**config.mk**
```make
export PLATFORM = sky130hd
export DESIGN_NAME = uart_tx
export DESIGN_NICKNAME = d
export VERILOG_FILES = /design/src/rtl/uart_pkg.sv /design/src/rtl/uart_baud_timer.sv /design/src/rtl/uart_tx.sv
export SDC_FILE = /design/constraint.sdc
export NUM_CORES = 1
export LEC_CHECK = 0
export ABC_AREA = 1
export BUFFER_PORTS_ARGS = -buffer_cell sky130_fd_sc_hd__clkbuf_2
export CAP_MARGIN = 40
export CORE_MARGIN = 2
export CORE_UTILIZATION = 40
export CTS_BUF_LIST = sky130_fd_sc_hd__clkbuf_8
export CTS_CLUSTER_DIAMETER = 100
export DETAILED_ROUTE_END_ITERATION = 16
export PLACE_DENSITY = 0.69
export SLEW_MARGIN = 20
export SYNTH_ARGS = -nofsm -noshare
export SYNTH_HDL_FRONTEND = slang
export SYNTH_HIERARCHICAL = 1
export SYNTH_SLANG_ARGS = --single-unit
export TNS_END_PERCENT = 20
```
**constraint.sdc**
```tcl
create_clock -name clk -period 7 [get_ports clk]
set_clock_uncertainty 0.1 [all_clocks]
set_input_delay 1.4 -clock clk [delete_from_list [all_inputs] [get_ports clk]]
set_output_delay 1.4 -clock clk [all_outputs]
set_load 0.02 [all_outputs]
```
**src/rtl/uart_pkg.sv**
```systemverilog
// Shared UART definitions: FSM states, width defaults and the parity helper.
// Latency: none (types, constants and a pure function).
// Backpressure: not applicable.
package uart_pkg;

    localparam int DATA_BITS_DEF = 8;
    localparam int CPB_W_DEF     = 10;
    // Widest data field the parity helper accepts; callers zero-extend.
    localparam int MAX_DATA_BITS = 16;

    typedef enum logic [2:0] {
        IDLE,
        START,
        DATA,
        PARITY,
        STOP
    } state_t;

    // Parity over the data field; zero padding does not change the XOR.
    function automatic logic calc_parity(input logic [MAX_DATA_BITS-1:0] data,
                                         input logic                     odd);
        return (^data) ^ odd;
    endfunction

endpackage

```
**src/rtl/uart_baud_timer.sv**
```systemverilog
// Bit-period timer: counts 0..cpb-1 and pulses bit_done on the terminal count.
// Latency: bit_done is combinational from the count; first pulse cpb cycles after clear drops.
// Backpressure: none; clear holds the count at zero.
module uart_baud_timer import uart_pkg::*; #(
    parameter int CPB_W = CPB_W_DEF
) (
    input  logic             clk,
    input  logic             rst,
    input  logic             clear,
    input  logic [CPB_W-1:0] cpb,
    output logic             bit_done
);

    logic [CPB_W-1:0] cnt_q;
    logic [CPB_W-1:0] cnt_d;

    // Terminal count; suppressed while cleared so an idle owner never advances.
    assign bit_done = !clear && (cnt_q == (cpb - CPB_W'(1)));

    // Next count: wrap to zero on terminal count or clear.
    always_comb begin
        cnt_d = cnt_q + CPB_W'(1);
        if (clear || bit_done) begin
            cnt_d = '0;
        end
    end

    // Count register.
    always_ff @(posedge clk) begin
        if (rst) begin
            cnt_q <= '0;
        end else begin
            cnt_q <= cnt_d;
        end
    end

endmodule

```
**src/rtl/uart_tx.sv**
```systemverilog
// UART transmitter: start, DATA_BITS LSB first, optional parity, stop bits; idle-high line.
// Latency: start bit appears the cycle after acceptance; frame lasts cpb*(1+DATA_BITS+PARITY_EN+STOP_BITS).
// Backpressure: tx_ready low while a frame is in flight or clk_per_bit is zero; producer holds tx_valid.
module uart_tx import uart_pkg::*; #(
    parameter int DATA_BITS  = DATA_BITS_DEF,
    parameter int CPB_W      = CPB_W_DEF,
    parameter int PARITY_EN  = 0,
    parameter int PARITY_ODD = 0,
    parameter int STOP_BITS  = 1
) (
    input  logic                 clk,
    input  logic                 rst,
    input  logic [CPB_W-1:0]     clk_per_bit,
    input  logic [DATA_BITS-1:0] tx_data,
    input  logic                 tx_valid,
    output logic                 tx_ready,
    output logic                 tx,
    output logic                 busy
);

    localparam int IDX_W = (DATA_BITS > 2) ? $clog2(DATA_BITS) : 1;
    localparam logic [IDX_W-1:0] LAST_DATA = IDX_W'(DATA_BITS - 1);
    localparam logic [IDX_W-1:0] LAST_STOP = IDX_W'(STOP_BITS - 1);

    state_t                 state_q, state_d;
    logic [IDX_W-1:0]       bit_idx_q, bit_idx_d;
    logic [DATA_BITS-1:0]   data_q, data_d;
    logic [CPB_W-1:0]       cpb_q, cpb_d;
    logic                   parity_q, parity_d;
    logic                   tx_q, tx_d;
    logic                   busy_q, busy_d;
    logic                   bit_done;
    logic                   accept;
    logic [MAX_DATA_BITS-1:0] par_in;

    // A zero bit period disables the block entirely.
    assign tx_ready = (state_q == IDLE) && (clk_per_bit != '0) && !rst;
    assign accept   = tx_valid && tx_ready;
    assign tx       = tx_q;
    assign busy     = busy_q;

    // Timer is held at zero while idle so the start bit gets a full period.
    uart_baud_timer #(
        .CPB_W(CPB_W)
    ) u_timer (
        .clk      (clk),
        .rst      (rst),
        .clear    (state_q == IDLE),
        .cpb      (cpb_q),
        .bit_done (bit_done)
    );

    // Next-state, shift register and registered line value for the coming cycle.
    always_comb begin
        state_d   = state_q;
        bit_idx_d = bit_idx_q;
        data_d    = data_q;
        cpb_d     = cpb_q;
        parity_d  = parity_q;
        tx_d      = 1'b1;
        busy_d    = 1'b0;
        par_in    = '0;
        par_in[DATA_BITS-1:0] = tx_data;

        case (state_q)
            IDLE: begin
                if (accept) begin
                    state_d   = START;
                    data_d    = tx_data;
                    cpb_d     = clk_per_bit;
                    bit_idx_d = '0;
                    parity_d  = calc_parity(par_in, 1'(PARITY_ODD));
                end
            end
            START: begin
                if (bit_done) begin
                    state_d   = DATA;
                    bit_idx_d = '0;
                end
            end
            DATA: begin
                if (bit_done) begin
                    if (bit_idx_q == LAST_DATA) begin
                        state_d   = (PARITY_EN != 0) ? PARITY : STOP;
                        bit_idx_d = '0;
                    end else begin
                        bit_idx_d = bit_idx_q + IDX_W'(1);
                        data_d    = data_q >> 1;
                    end
                end
            end
            PARITY: begin
                if (bit_done) begin
                    state_d   = STOP;
                    bit_idx_d = '0;
                end
            end
            STOP: begin
                if (bit_done) begin
                    if (bit_idx_q == LAST_STOP) begin
                        state_d   = IDLE;
                        bit_idx_d = '0;
                    end else begin
                        bit_idx_d = bit_idx_q + IDX_W'(1);
                    end
                end
            end
            default: begin
                state_d = IDLE;
            end
        endcase

        // Line value follows the state being entered so tx is glitch-free and registered.
        case (state_d)
            START:   tx_d = 1'b0;
            DATA:    tx_d = data_d[0];
            PARITY:  tx_d = parity_d;
            default: tx_d = 1'b1;
        endcase
        busy_d = (state_d != IDLE);
    end

    // State and datapath registers; reset abandons any partial frame.
    always_ff @(posedge clk) begin
        if (rst) begin
            state_q   <= IDLE;
            bit_idx_q <= '0;
            data_q    <= '0;
            cpb_q     <= '0;
            parity_q  <= 1'b0;
            tx_q      <= 1'b1;
            busy_q    <= 1'b0;
        end else begin
            state_q   <= state_d;
            bit_idx_q <= bit_idx_d;
            data_q    <= data_d;
            cpb_q     <= cpb_d;
            parity_q  <= parity_d;
            tx_q      <= tx_d;
            busy_q    <= busy_d;
        end
    end

endmodule
```
==> run_results.csv <==
group,metric,value,unit
worst_hold_path,hold_end,"cpb_q[9]",
synthesis,synth_top_area_share,31.16,%
synthesis,yosysTopAreaCell,"dfxtp_1",
synthesis,synthAdderAreaFrac,2.632,%
job,max_cap_viol_count,0,
sta,fin_tns_setup,0,ns
sta,setup_viol,0,
place,io_buffers,23,
route,met1_length,2.160,mm
layout,final_util,45.53,%
place,routabilityCongestion,0.8404,
floorplan,dieWidth,81.09,µm
global_route,grt.overflow.total,0,
clock_network,numCtsBuffers,5,
route,routed_wl,4.798,mm
synthesis,synth_mux_area_share,0,%
sta,rsz0062_at_grt,"no",
synthesis,synth.avg_cell_area,6.373,µm²
outcome,status,"finished, final reports clean",
clock_network,post_cts_buffers,0,
clock_network,clk_pin_slew,0.07,ns
synthesis,yosys.area_share.simple,42.26,%
route,top_layer,"met4",
layout,nets,423,
setup_path,path_max_fanout,22,
sta,finalHoldViolCount,0,
place,dp_cells,465,
layout,final_cell_mix,"nand2_1, inv_1, nor2_1",
route,wl_met2,2.406,mm
clock_network,root_buffer,"clkbuf_8",
layout,layout-drive-gt1-share,17.84,%
clock_network,cts_resized,0,
layout,area_growth,11.37,%
layout,layout_commonest_cell,"nand2_1",
global_route,grt_pass1_vias,2148,
sta,setup_ws,3.035,ns
setup_path,reg2regPathDepth,18,
setup_path,crit_path_start,"rst",
clock_network,clk_latency,0.29,ns
synthesis,synthTopCellsByArea,"dfxtp_1, nand2_1, inv_1",
route,antenna_left,0,
worst_hold_path,min_path_type,"flop to flop",
sta,fmax,252.2,MHz
floorplan,start_util,40.88,%
setup_path,crit_required,5.50,ns
synthesis,synth_fp_nets,399,
sta,worst_hold_slack,0.3818,ns
setup_path,arrival,2.47,ns
synthesis,synth_top_family_by_area,"simple AND/OR/NAND/NOR gates",
floorplan,num_rows,28,
clock_network,htreeDepth,2,
setup_path,cp-end-kind,"primary output",
clock_network,clockBufferDepth,2,
route,via_per_inst,4.626,
power,power_leakage,1.297,nW
setup_path,path_delay_family,"buffers and inverters",
setup_path,r2r_setup_slack,3.98,ns
route,first_pass_iters,4,
global_route,grt_max_degree,23,
floorplan,core,5816,µm²
floorplan,io-pin-count,24,
layout,fin_area,2648,µm²
synthesis,synth-seq-area-share,31.16,%
worst_hold_path,holdPathStages,2,
sta,tightest_slew,0.6720,ns
setup_path,cp-start-kind,"input port",
synthesis,synth_cell_type_count,28,
power,power.density,180.3,nW/µm²
floorplan,die_h,81.09,µm
sta,final-max-slew-violation-count,0,
power,p_total,0.4775,mW
setup_path,rr_startpoint,"cpb_q[0]",
global_route,grt_antenna_before_repair,0,
synthesis,synthCells,373,
route,vias,2188,
setup_path,crit_chain,"clkbuf_2, inv_1, nand3_2, o21bai_4, inv_1, clkbuf_2",
synthesis,synth-compound-area-share,8.105,%
place,post_dp_cell_area,2546,µm²
setup_path,cpPeakStageDelay,0.28,ns
power,ir_worst_vdd,0.00006208,V
place,pre_cts_ws,3.025,ns
setup_path,crit-reg2reg-capture,"tx",
sta,fin_crit_sh,56.64,%
route,drc,0,
synthesis,ys_warn_count,6,
route,wl_met3,134,µm
place,dp_hpwl,3.757,mm
clock_network,cts_tree,"yes",
worst_hold_path,min_from,"cpb_q[9]",
setup_path,cp_num_buf_inv,4,
synthesis,synth-seq-cells,37,
route,wl_per_cell,10.14,µm
sta,period_minus_slack,3.965,ns
layout,final_cells,473,
synthesis,synth-xor-area-share,4.053,%
sta,relSlewSlack,55.04,%
clock_network,cts_sinks,37,
setup_path,path_class,"input port to primary output",
floorplan,die-area,6576,µm²
clock_network,cts_hold_buf,0,
global_route,gr-usage-all-layers,17.34,%
global_route,grt_pass1_wl,8.901,mm
setup_path,cp_slowest_cell,"clkbuf_2",
layout,antenna_cells,0,
route,drtIter0Drc,50,
synthesis,synth_area,2377,µm²
synthesized netlist by cell type:
master,count
nand2_2,5
nor2_4,5
buf_6,2
o22ai_1,6
nor2_2,14
nand3_2,3
o21ai_1,6
nand3_4,1
nand3_1,23
buf_2,2
dfxtp_1,37
xnor2_1,5
xor2_1,6
nand4_1,5
o21ai_0,4
inv_1,57
nor3_1,1
o21bai_4,1
ha_1,5
nor2_1,43
nand2_1,112
a21oi_1,16
or2_2,1
inv_2,7
nand2_4,2
clkbuf_1,2
a31oi_1,1
nand2_8,1
report_power, final:
part / switching (mW) / total [mW] / internal [mW] / leakage (nW)
combinational: 0.0545 / 0.0869 / 0.0324 / 0.942
clock: 0.0773 / 0.166 / 0.0890 / 0.0542
sequential: 0.00626 / 0.224 / 0.218 / 0.301
worst max path at each step:
stage | depth (start not counted) | slack (ns) | endpoint
after floorplan | 4 | 3.57 | tx_ready
after global placement | 6 | 3.05 | tx_ready
after CTS | 6 | 3.02 | tx_ready
after detailed placement | 6 | 3.03 | tx_ready
final | 6 | 3.04 | tx_ready
after global routing | 6 | 2.93 | tx_ready
kinds of logic (layout without fill, tap and decap cells):
| group | after synthesis | in the layout |
|---|---|---|
| fa+ha+maj | 5 | 5 |
| compound gates | 34 | 34 |
| buf+inv | 70 | 95 |
| xor+xnor | 11 | 11 |
| flops | 37 | 37 |
| simple gates | 216 | 216 |
layout make-up:
class	instances	area, µm²
multi-input cells	266	1356
repair buffers	23	115.1
clock buffers	7	96.34
fillers	651	3168
clock inverters	1	5.005
inverters	64	240.2
well taps	75	93.84
flip-flops and latches	37	740.7
sequential cells by signal, summed over array words and instances, names as in the netlist:
register	count
data_q	8
cpb_q	10
state_q	3
bit_idx_q	3
tx	1
u_timer/cnt_q	10
busy	1
parity_q	1
layer usage:
metal,track usage (%),up-vias
li1,-,1197
met1,19.06,962
met2,31.40,21
met3,4.556,8
met4,7.288,0
met5,0,-
worst reg2reg max path: cells and delay by family (launching register included):
kind	cells	cell delay, ns
AOI/OAI and AO/OA	3	0.58
xor gates and xnor gates	1	0.13
adders and majority gates	1	0.31
buffers and inverters	3	0.18
DFF	1	0.37
and+or+nand+nor	10	1.31
No activity file was read; power rests on OpenSTA's default activity.
